$ cat config.mk
export PLATFORM = sky130hd
export DESIGN_NAME = rcc_rst_seq_ctrl_flat
export DESIGN_NICKNAME = d
export VERILOG_FILES = /design/src/rtl/rcc_rst_seq_ctrl_if.sv /design/src/rtl/rcc_rst_seq_ctrl.sv /design/src/flat_wrapper.sv
export SDC_FILE = /design/constraint.sdc
export NUM_CORES = 1
export LEC_CHECK = 0
export ABC_AREA = 1
export BUFFER_PORTS_ARGS = -buffer_cell sky130_fd_sc_hd__buf_2
export CAP_MARGIN = 25
export CORE_UTILIZATION = 60
export DETAILED_ROUTE_END_ITERATION = 6
export PLACE_DENSITY = 0.86
export REMOVE_ABC_BUFFERS = 1
export SLEW_MARGIN = 40
export SYNTH_ARGS = -nofsm -noshare
export SYNTH_HDL_FRONTEND = slang
export SYNTH_SLANG_ARGS = --single-unit
export TNS_END_PERCENT = 10
$ cat constraint.sdc
create_clock -name clk -period 3.45 [get_ports clk]
set_clock_uncertainty 0.2 [all_clocks]
set_input_delay 0.5175 -clock clk [delete_from_list [all_inputs] [get_ports clk]]
set_output_delay 0.5175 -clock clk [all_outputs]
set_load 0.05 [all_outputs]
$ cat src/rtl/rcc_rst_seq_ctrl_if.sv
// rtl/rcc_rst_seq_ctrl_if.sv - control/status bundle of the RCC reset-release sequencer
interface rcc_rst_seq_ctrl_if #(
  parameter int CH_NUM = 4,
  parameter int CNT_W  = 8
);
  logic                      testmode;
  logic                      test_rst_n;
  logic                      glb_req;
  logic [CH_NUM-1:0]         ch_req;
  logic [CH_NUM-1:0]         ch_en;
  logic [CH_NUM*CNT_W-1:0]   dly_cfg;
  logic [CH_NUM-1:0]         flag_clr;
  logic [CH_NUM-1:0]         ch_rst_n;
  logic                      seq_done;
  logic                      busy;
  logic [CH_NUM-1:0]         rst_flag;

  modport master (
    output testmode, test_rst_n, glb_req, ch_req, ch_en, dly_cfg, flag_clr,
    input  ch_rst_n, seq_done, busy, rst_flag
  );

  modport slave (
    input  testmode, test_rst_n, glb_req, ch_req, ch_en, dly_cfg, flag_clr,
    output ch_rst_n, seq_done, busy, rst_flag
  );
endinterface

$ cat src/rtl/rcc_rst_seq_ctrl.sv
// rtl/rcc_rst_seq_ctrl.sv - staggered reset-release sequencer for RCC channel resets
module rcc_rst_seq_ctrl #(
  parameter int CH_NUM    = 4,
  parameter int CNT_W     = 8,
  parameter int HOLD_CYC  = 16,
  parameter int STAGE_NUM = 2
) (
  input logic               clk,
  input logic               rst_n,
  rcc_rst_seq_ctrl_if.slave bus
);
  localparam int                IDX_W     = (CH_NUM > 1) ? $clog2(CH_NUM) : 1;
  localparam logic [IDX_W-1:0]  LAST_IDX  = IDX_W'(CH_NUM - 1);
  localparam logic [15:0]       HOLD_LAST = 16'(HOLD_CYC - 1);

  typedef enum logic [1:0] {ST_RST, ST_HOLD, ST_REL, ST_DONE} state_e;

  state_e               state_q;
  logic [STAGE_NUM-1:0] glb_sync_q;
  logic [CH_NUM-1:0]    req_sync_q [STAGE_NUM];
  logic                 glb_s;
  logic [CH_NUM-1:0]    req_s;
  logic [CNT_W-1:0]     dly [CH_NUM];
  logic [CNT_W-1:0]     cnt_q [CH_NUM];
  logic [15:0]          hold_cnt_q;
  logic [IDX_W-1:0]     idx_q;
  logic [CH_NUM-1:0]    ch_rst_q;
  logic [CH_NUM-1:0]    rst_flag_q;
  logic                 seq_done_q;
  logic                 busy_q;

  always_ff @(posedge clk) begin
    if (!rst_n) begin
      glb_sync_q <= '0;
      for (int k = 0; k < STAGE_NUM; k++) req_sync_q[k] <= '0;
    end else begin
      glb_sync_q    <= {glb_sync_q[STAGE_NUM-2:0], bus.glb_req};
      req_sync_q[0] <= bus.ch_req;
      for (int k = 1; k < STAGE_NUM; k++) req_sync_q[k] <= req_sync_q[k-1];
    end
  end

  assign glb_s = glb_sync_q[STAGE_NUM-1];
  assign req_s = req_sync_q[STAGE_NUM-1];

  for (genvar g = 0; g < CH_NUM; g++) begin : g_dly
    assign dly[g] = bus.dly_cfg[g*CNT_W +: CNT_W];
  end

  // ">=" rather than "==" so a delay lowered below a running count still releases
  always_ff @(posedge clk) begin
    if (!rst_n) begin
      state_q    <= ST_RST;
      hold_cnt_q <= '0;
      idx_q      <= '0;
      ch_rst_q   <= '0;
      rst_flag_q <= '0;
      seq_done_q <= 1'b0;
      busy_q     <= 1'b0;
      for (int i = 0; i < CH_NUM; i++) cnt_q[i] <= '0;
    end else begin
      rst_flag_q <= (rst_flag_q & ~bus.flag_clr) | ({CH_NUM{state_q == ST_DONE}} & req_s);
      if (state_q == ST_RST || glb_s) begin
        state_q    <= ST_HOLD;
        hold_cnt_q <= '0;
        idx_q      <= '0;
        ch_rst_q   <= '0;
        seq_done_q <= 1'b0;
        busy_q     <= 1'b1;
        for (int i = 0; i < CH_NUM; i++) cnt_q[i] <= '0;
      end else begin
        case (state_q)
          ST_HOLD: begin
            if (hold_cnt_q == HOLD_LAST) begin
              state_q    <= ST_REL;
              hold_cnt_q <= '0;
              idx_q      <= '0;
            end else begin
              hold_cnt_q <= hold_cnt_q + 1'b1;
            end
          end
          ST_REL: begin
            if (!bus.ch_en[idx_q] || cnt_q[idx_q] >= dly[idx_q]) begin
              // a channel under local request stays held; DONE releases it later
              if (bus.ch_en[idx_q] && !req_s[idx_q]) ch_rst_q[idx_q] <= 1'b1;
              cnt_q[idx_q] <= '0;
              if (idx_q == LAST_IDX) begin
                state_q    <= ST_DONE;
                seq_done_q <= 1'b1;
                busy_q     <= 1'b0;
              end else begin
                idx_q <= idx_q + 1'b1;
              end
            end else begin
              cnt_q[idx_q] <= cnt_q[idx_q] + 1'b1;
            end
          end
          ST_DONE: begin
            for (int i = 0; i < CH_NUM; i++) begin
              if (req_s[i] || !bus.ch_en[i]) begin
                ch_rst_q[i] <= 1'b0;
                cnt_q[i]    <= '0;
              end else if (!ch_rst_q[i]) begin
                if (cnt_q[i] >= dly[i]) begin
                  ch_rst_q[i] <= 1'b1;
                  cnt_q[i]    <= '0;
                end else begin
                  cnt_q[i] <= cnt_q[i] + 1'b1;
                end
              end
            end
          end
          default: state_q <= ST_RST;
        endcase
      end
    end
  end

  assign bus.ch_rst_n = bus.testmode ? {CH_NUM{bus.test_rst_n}} : ch_rst_q;
  assign bus.seq_done = seq_done_q;
  assign bus.busy     = busy_q;
  assign bus.rst_flag = rst_flag_q;
endmodule

$ cat src/flat_wrapper.sv
// flat-port wrapper written by rule: the top's interface ports become plain ports
module rcc_rst_seq_ctrl_flat 
#(
  parameter int CH_NUM    = 4,
  parameter int CNT_W     = 8,
  parameter int HOLD_CYC  = 16,
  parameter int STAGE_NUM = 2
)
  (clk, rst_n, bus_testmode, bus_test_rst_n, bus_glb_req, bus_ch_req, bus_ch_en, bus_dly_cfg, bus_flag_clr, bus_ch_rst_n, bus_seq_done, bus_busy, bus_rst_flag);
  rcc_rst_seq_ctrl_if #(.CH_NUM(CH_NUM), .CNT_W(CNT_W)) bus_i ();
  input logic clk;
  input logic rst_n;
  input wire logic [$bits(bus_i.testmode)-1:0] bus_testmode;
  input wire logic [$bits(bus_i.test_rst_n)-1:0] bus_test_rst_n;
  input wire logic [$bits(bus_i.glb_req)-1:0] bus_glb_req;
  input wire logic [$bits(bus_i.ch_req)-1:0] bus_ch_req;
  input wire logic [$bits(bus_i.ch_en)-1:0] bus_ch_en;
  input wire logic [$bits(bus_i.dly_cfg)-1:0] bus_dly_cfg;
  input wire logic [$bits(bus_i.flag_clr)-1:0] bus_flag_clr;
  output wire logic [$bits(bus_i.ch_rst_n)-1:0] bus_ch_rst_n;
  output wire logic [$bits(bus_i.seq_done)-1:0] bus_seq_done;
  output wire logic [$bits(bus_i.busy)-1:0] bus_busy;
  output wire logic [$bits(bus_i.rst_flag)-1:0] bus_rst_flag;
  assign bus_i.testmode = bus_testmode;
  assign bus_i.test_rst_n = bus_test_rst_n;
  assign bus_i.glb_req = bus_glb_req;
  assign bus_i.ch_req = bus_ch_req;
  assign bus_i.ch_en = bus_ch_en;
  assign bus_i.dly_cfg = bus_dly_cfg;
  assign bus_i.flag_clr = bus_flag_clr;
  assign bus_ch_rst_n = bus_i.ch_rst_n;
  assign bus_seq_done = bus_i.seq_done;
  assign bus_busy = bus_i.busy;
  assign bus_rst_flag = bus_i.rst_flag;
  rcc_rst_seq_ctrl #(.CH_NUM(CH_NUM), .CNT_W(CNT_W), .HOLD_CYC(HOLD_CYC), .STAGE_NUM(STAGE_NUM)) u_core (.clk(clk), .rst_n(rst_n), .bus(bus_i));
endmodule
==> results of run 1 <==
-- metrics by stage --
step                hold WS [ps]  instance area, um^2  util (%)  setup slack [ps]
finish                       135                 6370      68.6               208
global route                 132                 6370      68.6              68.3
CTS                          132                 6360      68.6               247
detailed placement           200                 6160      66.4               292
global placement             194                 6160      66.4               383
floorplan                    190                 5670         -               528
-- worst max-delay path, stage by stage (launching register included) --
cell,delay [ps]
dfxtp_1,630
inv_2,210
nand2_1,120
a32oi_1,160
ha_1,350
a21oi_1,290
inv_1,80
nor2_1,200
nand4_4,190
nor2_8,180
nand3_1,200
inv_1,120
nand3_1,90
nand2_1,90
-- path summary, 6_finish.rpt --
path,cells after the start,startpoint,to,slack (ps)
min,3,bus_ch_req[1],u_core.req_sync_q[0][1],140
max reg2reg,13,flop,u_core.cnt_q[3][2],210
max,13,flop,u_core.cnt_q[3][2],210
min reg2reg,2,u_core.req_sync_q[0][1],u_core.req_sync_q[0][5],220
-- Yosys cell counts (all sizes together) (6+ instances only) --
library cell	instances	area share, %
a21oi	59	5.1
buf	10	1.4
clkbuf	8	0.52
dfxtp	42	15
edfxtp	32	17
ha	54	12
inv	133	8.6
nand2	203	14
nand3	62	5.6
nand3b	8	1.0
nand4	21	2.6
nor2	66	5.2
nor3	6	0.61
o21ai	55	4.9
o22ai	15	1.6
xor2	16	2.4
-- flip-flops by register name (all words and copies together) (netlist names), named ones only --
name                 count
u_core.req_sync_q        8
u_core.state_q           2
u_core.idx_q             2
u_core.glb_sync_q        2
u_core.bus.rst_flag      4
u_core.cnt_q            32
u_core.ch_rst_q          4
u_core.hold_cnt_q       16
u_core.bus.busy          1
u_core.bus.seq_done      1
-- cell type report --
| type | instances | area, um^2 | share of cell area, % |
|---|---|---|---|
| inverter | 133 | 499 | 7.84 |
| multi-input combinational | 592 | 3370 | 53.0 |
| clock buffer | 13 | 180 | 2.83 |
| tap | 129 | 161 | 2.54 |
| sequential | 74 | 1800 | 28.3 |
| timing repair buffer | 63 | 328 | 5.15 |
| clock inverter | 3 | 21.3 | 0.334 |
-- power by group through the flow --
stage | logic (mW) | clock network (mW) | registers [mW]
after CTS | 0.624 | 0.677 | 1.06
after global placement | 0.604 | 0 | 1.08
after detailed placement | 0.618 | 0 | 1.08
final | 0.634 | 0.678 | 1.06
after global routing | 0.715 | 0.713 | 1.07
after floorplan | 0.443 | 0 | 1.06
-- what timing repair did --
action                                  4_1_cts  5_1_grt
hold buffers                                  0        0
gates resized for setup                       0        1
endpoints found under the setup margin        0       24
-- metal layers --
| layer | global-route usage, % | vias to the layer above | routed length, um |
|---|---|---|---|
| met5 | 0 | - | 0 |
| met4 | 13.8 | 0 | 597 |
| met3 | 6.13 | 48 | 1350 |
| met2 | 53.5 | 276 | 6860 |
| met1 | 39.6 | 2481 | 6320 |
| li1 | - | 2819 | - |
-- layout by cell type, fill, tap and decap left out, types with 11 or more instances in the layout --
| cell type | count |
|---|---|
| a21oi_1 | 59 |
| buf_2 | 58 |
| clkbuf_8 | 11 |
| dfxtp_1 | 41 |
| edfxtp_1 | 32 |
| ha_1 | 54 |
| inv_1 | 123 |
| nand2_1 | 192 |
| nand3_1 | 59 |
| nand4_1 | 19 |
| nor2_1 | 57 |
| o21ai_0 | 49 |
| o22ai_1 | 15 |
| xor2_1 | 16 |
-- cells by family (layout without fill, tap and decap cells) --
group,after synthesis,count (layout),synth area share [%]
AO/OA/AOI/OAI,144,144,13.7
buffers and inverters,151,212,10.6
XOR/XNOR,21,21,3.18
adder cells (fa/ha/maj),54,54,11.7
flip-flops,74,74,31.1
AND/OR/NAND/NOR,373,373,29.7
==> flow_summary.toml, run 1 <==
[placed_design]
dp.cells = 991
routabilityCongestion = 0.959
dpl.hpwl_um = 12000
port-buffer-count = 58

[drt]
drc_errors = 0
drt_iter0_markers = 426
dr.pass1.iters = 5
routed_via_density = 5.58
dr_total_vias = 5624
routed_wl_um = 15100
wl_per_cell_um = 15.0
antenna_left = 0

[clock_tree]
numCtsBuffers = 9
cts-root-buf = "clkbuf_8"
cts.htree.levels = 3
cts.clk_slew.worst_paths_ps = 80
clockBufferDepth = 2
cts.sinks = 74
insertion_delay_ps = 360
cts_setup_buffers = 0
cts_tree = "done"

[sta]
drv_slew = 0
setup_viol = 0
finalHoldViolations = 0
max-slew-margin-rel_pct = 65.2
rsz0062_at_grt = "no"
fin_crit_sh_pct = 94.0
final.setup.tns_ps = 0
clock.fmax_mhz = 308
worstMarginPinSlew_ps = 520
fin_crit_ps = 3240

[power_and_ir_drop]
leakage_nw = 3.03
combPwrFrac_pct = 26.7
p_seq_share_pct = 44.7
clockPowerShare_pct = 28.6
vdd_drop_max_mv = 0.328
power_density_mw_per_mm2 = 373
p_sw_mw = 0.831
p_total_mw = 2.37
internal_power_mw = 1.54
switching_share_pct = 35.0

[final_layout]
final_layout_size_suffix_gt1_share_pct = 13.8
synthToLayoutAreaGrowth_pct = 9.99
nFillCells = 814
diodes = 0
layout.nets = 976
instances_no_fill = 1007

[floorplan]
die_w_um = 100
rows = 35
core_mm2 = 0.00928
die_h_um = 100
die_area_mm2 = 0.0100
boundaryPins = 59
initial_core_util_pct = 62.3

[global_route]
grt_pass1_wl_um = 24800
grt_max_degree = 26
grt_usage_pct = 31.7
grt_overflow = 0
antenna_found_initial = 0
grt_pass1_vias = 5246

[logic_synthesis]
synth_cell_type_count = 42
syn_inst = 817
post_synth.cell_area_avg_um2 = 7.08
synth_seq_area_share_pct = 31.1
synthFlopType = "dfxtp_1"
async_flop_share_pct = 0
ys_ff_latch = 74
synth_edf_count = 32
netlist_area_mm2 = 0.00579
ys_warn_count = 0

[run_status]
status = "finished, final reports clean"

[critical_path]
worst_setup_path_end_kind = "flop"
required_ps = 3480
worst_ep_arrival_time_ps = 3270
cp-start-kind = "flop"
worstSetupPathType = "reg -> reg"
crit_path_max_fanout = 13

[run]
cap_violations = 0

[hold_path]
min_path_type = "in -> reg"
Power figures use the tool's default switching activity.
==> run 2, diff against run 1 <==
--- a/config.mk
+++ b/config.mk
@@ -8,9 +8,11 @@
 export ABC_AREA = 1
 export BUFFER_PORTS_ARGS = -buffer_cell sky130_fd_sc_hd__buf_2
 export CAP_MARGIN = 25
-export CORE_UTILIZATION = 60
+export CELL_PAD_IN_SITES_DETAIL_PLACEMENT = 1
+export CELL_PAD_IN_SITES_GLOBAL_PLACEMENT = 1
+export CORE_UTILIZATION = 44
 export DETAILED_ROUTE_END_ITERATION = 6
-export PLACE_DENSITY = 0.86
+export PLACE_DENSITY = 0.87
 export REMOVE_ABC_BUFFERS = 1
 export SLEW_MARGIN = 40
 export SYNTH_ARGS = -nofsm -noshare
==> flow_summary.toml, run 2 (same netlist as run 1, synthesis figures left out) <==
[global_route]
grt_pass1_vias = 6074
grt_overflow = 0
globalRouteMet3Util_pct = 6.90
top_usage_layer = "met2"
grt_use_met1_pct = 33.5
grt_usage_pct = 29.2
grt_max_degree = 26
grtUsageMet2_pct = 50.3
grt_pass1_wl_um = 30100
antenna_found_initial = 0

[critical_path]
r2r_slack_ps = 280
worst_ep_arrival_time_ps = 3170
cp-start-kind = "flop"
worstSetupPathType = "reg -> reg"
cpPeakStageDelay_ps = 560
cp_slowest_cell = "dfxtp_1"
crit_chain = "inv_1 -> a21oi_1 -> ha_1 -> a21oi_1 -> inv_1 -> nor2_1 -> nand4_4 -> nor2_8 -> nand3_1 -> inv_2 -> nand3_1 -> nand2_1"
r2r_end = "u_core.cnt_q[3][3]"
worst_setup_path_end_kind = "flop"
crit_path_max_fanout = 12
reg2reg_from = "u_core.idx_q[1]"
reg2regPathDepth = 12
crit_family = "simple AND/OR/NAND/NOR gates"
required_ps = 3450
crit_buf_inv = 3

[sta]
fin_crit_sh_pct = 91.8
finalHoldViolations = 0
drv_slew = 0
fin_crit_ps = 3170
clock.fmax_mhz = 316
worstMarginPinSlew_ps = 508
max-slew-margin-rel_pct = 66.1
setup_viol = 0
holdWs_ps = 161
rsz0062_at_grt = "no"
final.setup.tns_ps = 0

[run_status]
status = "finished, final reports clean"

[clock_tree]
cts.clk_slew.worst_paths_ps = 60
cts-root-buf = "clkbuf_16"
cts.sinks = 74
clockBufferDepth = 2
numCtsBuffers = 9
insertion_delay_ps = 340
cts_setup_buffers = 0
cts_tree = "done"
cts.htree.levels = 3

[floorplan]
initial_core_util_pct = 45.5
die_h_um = 117
boundaryPins = 59
die_area_mm2 = 0.0136
core_mm2 = 0.0127
rows = 41
die_w_um = 117

[final_layout]
nFillCells = 1750
finish.instance_area_mm2 = 0.00654
synthToLayoutAreaGrowth_pct = 13.0
final_common_cell = "nand2_1"
max_flop_register = "u_core.cnt_q"
layout_common_cells = "nand2_1 (192), inv_1 (123), nand3_1 (59), a21oi_1 (59), buf_2 (58)"
largest_reg_flops = 32
final_layout_size_suffix_gt1_share_pct = 14.4
largestRegisters = "u_core.cnt_q (32), u_core.hold_cnt_q (16), u_core.req_sync_q (8)"
layout.nets = 983
diodes = 0

[hold_path]
holdPathEnd = "u_core.glb_sync_q[0]"
min_path_cells = 3
hold_path_startpoint = "bus_glb_req"
min_path_type = "in -> reg"

[power_and_ir_drop]
leakage_nw = 3.09
p_total_mw = 2.65
vdd_drop_max_mv = 0.255
power_density_mw_per_mm2 = 404

[drt]
antenna_left = 0
drc_errors = 0
dr_total_vias = 5847
drt_iter0_markers = 278
dr.pass1.iters = 6
wl_per_cell_um = 17.7
routed_wl_um = 18700
routed_via_density = 5.53

[placed_design]
dpl_cell_area_mm2 = 0.00627
dpl.hpwl_um = 14800
port-buffer-count = 58
routabilityCongestion = 0.959

[run]
cap_violations = 0
## run 2: how the worst max path moves through the flow
stage	to	slack [ps]	start	cells after the start
CTS	u_core.cnt_q[3][2]	260	u_core.idx_q[0]	15
global placement	u_core.cnt_q[3][0]	500	bus_dly_cfg[23]	14
finish	u_core.cnt_q[3][3]	280	u_core.idx_q[1]	12
detailed placement	u_core.cnt_q[3][2]	380	u_core.idx_q[0]	13
global route	u_core.cnt_q[3][3]	60	u_core.idx_q[1]	12
floorplan	u_core.cnt_q[1][3]	530	u_core.idx_q[0]	13
## run 2: worst register-to-register path, cell delays in order (launching register included)
cell and delay [ps]:
dfxtp_1 560, inv_1 340, a21oi_1 270, ha_1 280, a21oi_1 200, inv_1 60, nor2_1 200, nand4_4 200
nor2_8 200, nand3_1 230, inv_2 130, nand3_1 80, nand2_1 90
## run 2: layer usage
layer / vias to the layer above / wire [um]
met5: - / 0
met3: 56 / 1330
li1: 2829 / -
met4: 0 / 883
met2: 215 / 8900
met1: 2747 / 7600
## run 2: cell type report
class | instances | area (um^2) | share of cell area, %
clock inverters | 6 | 31.3 | 0.478
clock buffers | 10 | 239 | 3.65
repair buffers | 70 | 380 | 5.81
multi-input cells | 592 | 3370 | 51.6
well taps | 172 | 215 | 3.29
flip-flops and latches | 74 | 1800 | 27.6
inverters | 133 | 499 | 7.63
## run 2: repair_timing
item | CTS | global route
resized for setup | 0 | 1
hold endpoints to repair | 0 | 0
endpoints found under the setup margin | 0 | 1
hold buffers | 0 | 0
## run 2: through the flow
stage	instances	utilization, %	worst slack, ps
after detailed placement	1041	49.3	384
after global routing	1057	51.4	61.3
final	1057	51.4	285
after floorplan	799	-	528
after CTS	1057	51.4	263
after global placement	1041	49.3	495
## run 2: power breakdown
group	switching, mW	internal, mW	leakage [nW]	total, mW
Combinational	0.465	0.230	2.26	0.695
Clock	0.389	0.500	0.134	0.889
Sequential	0.0830	0.978	0.699	1.06
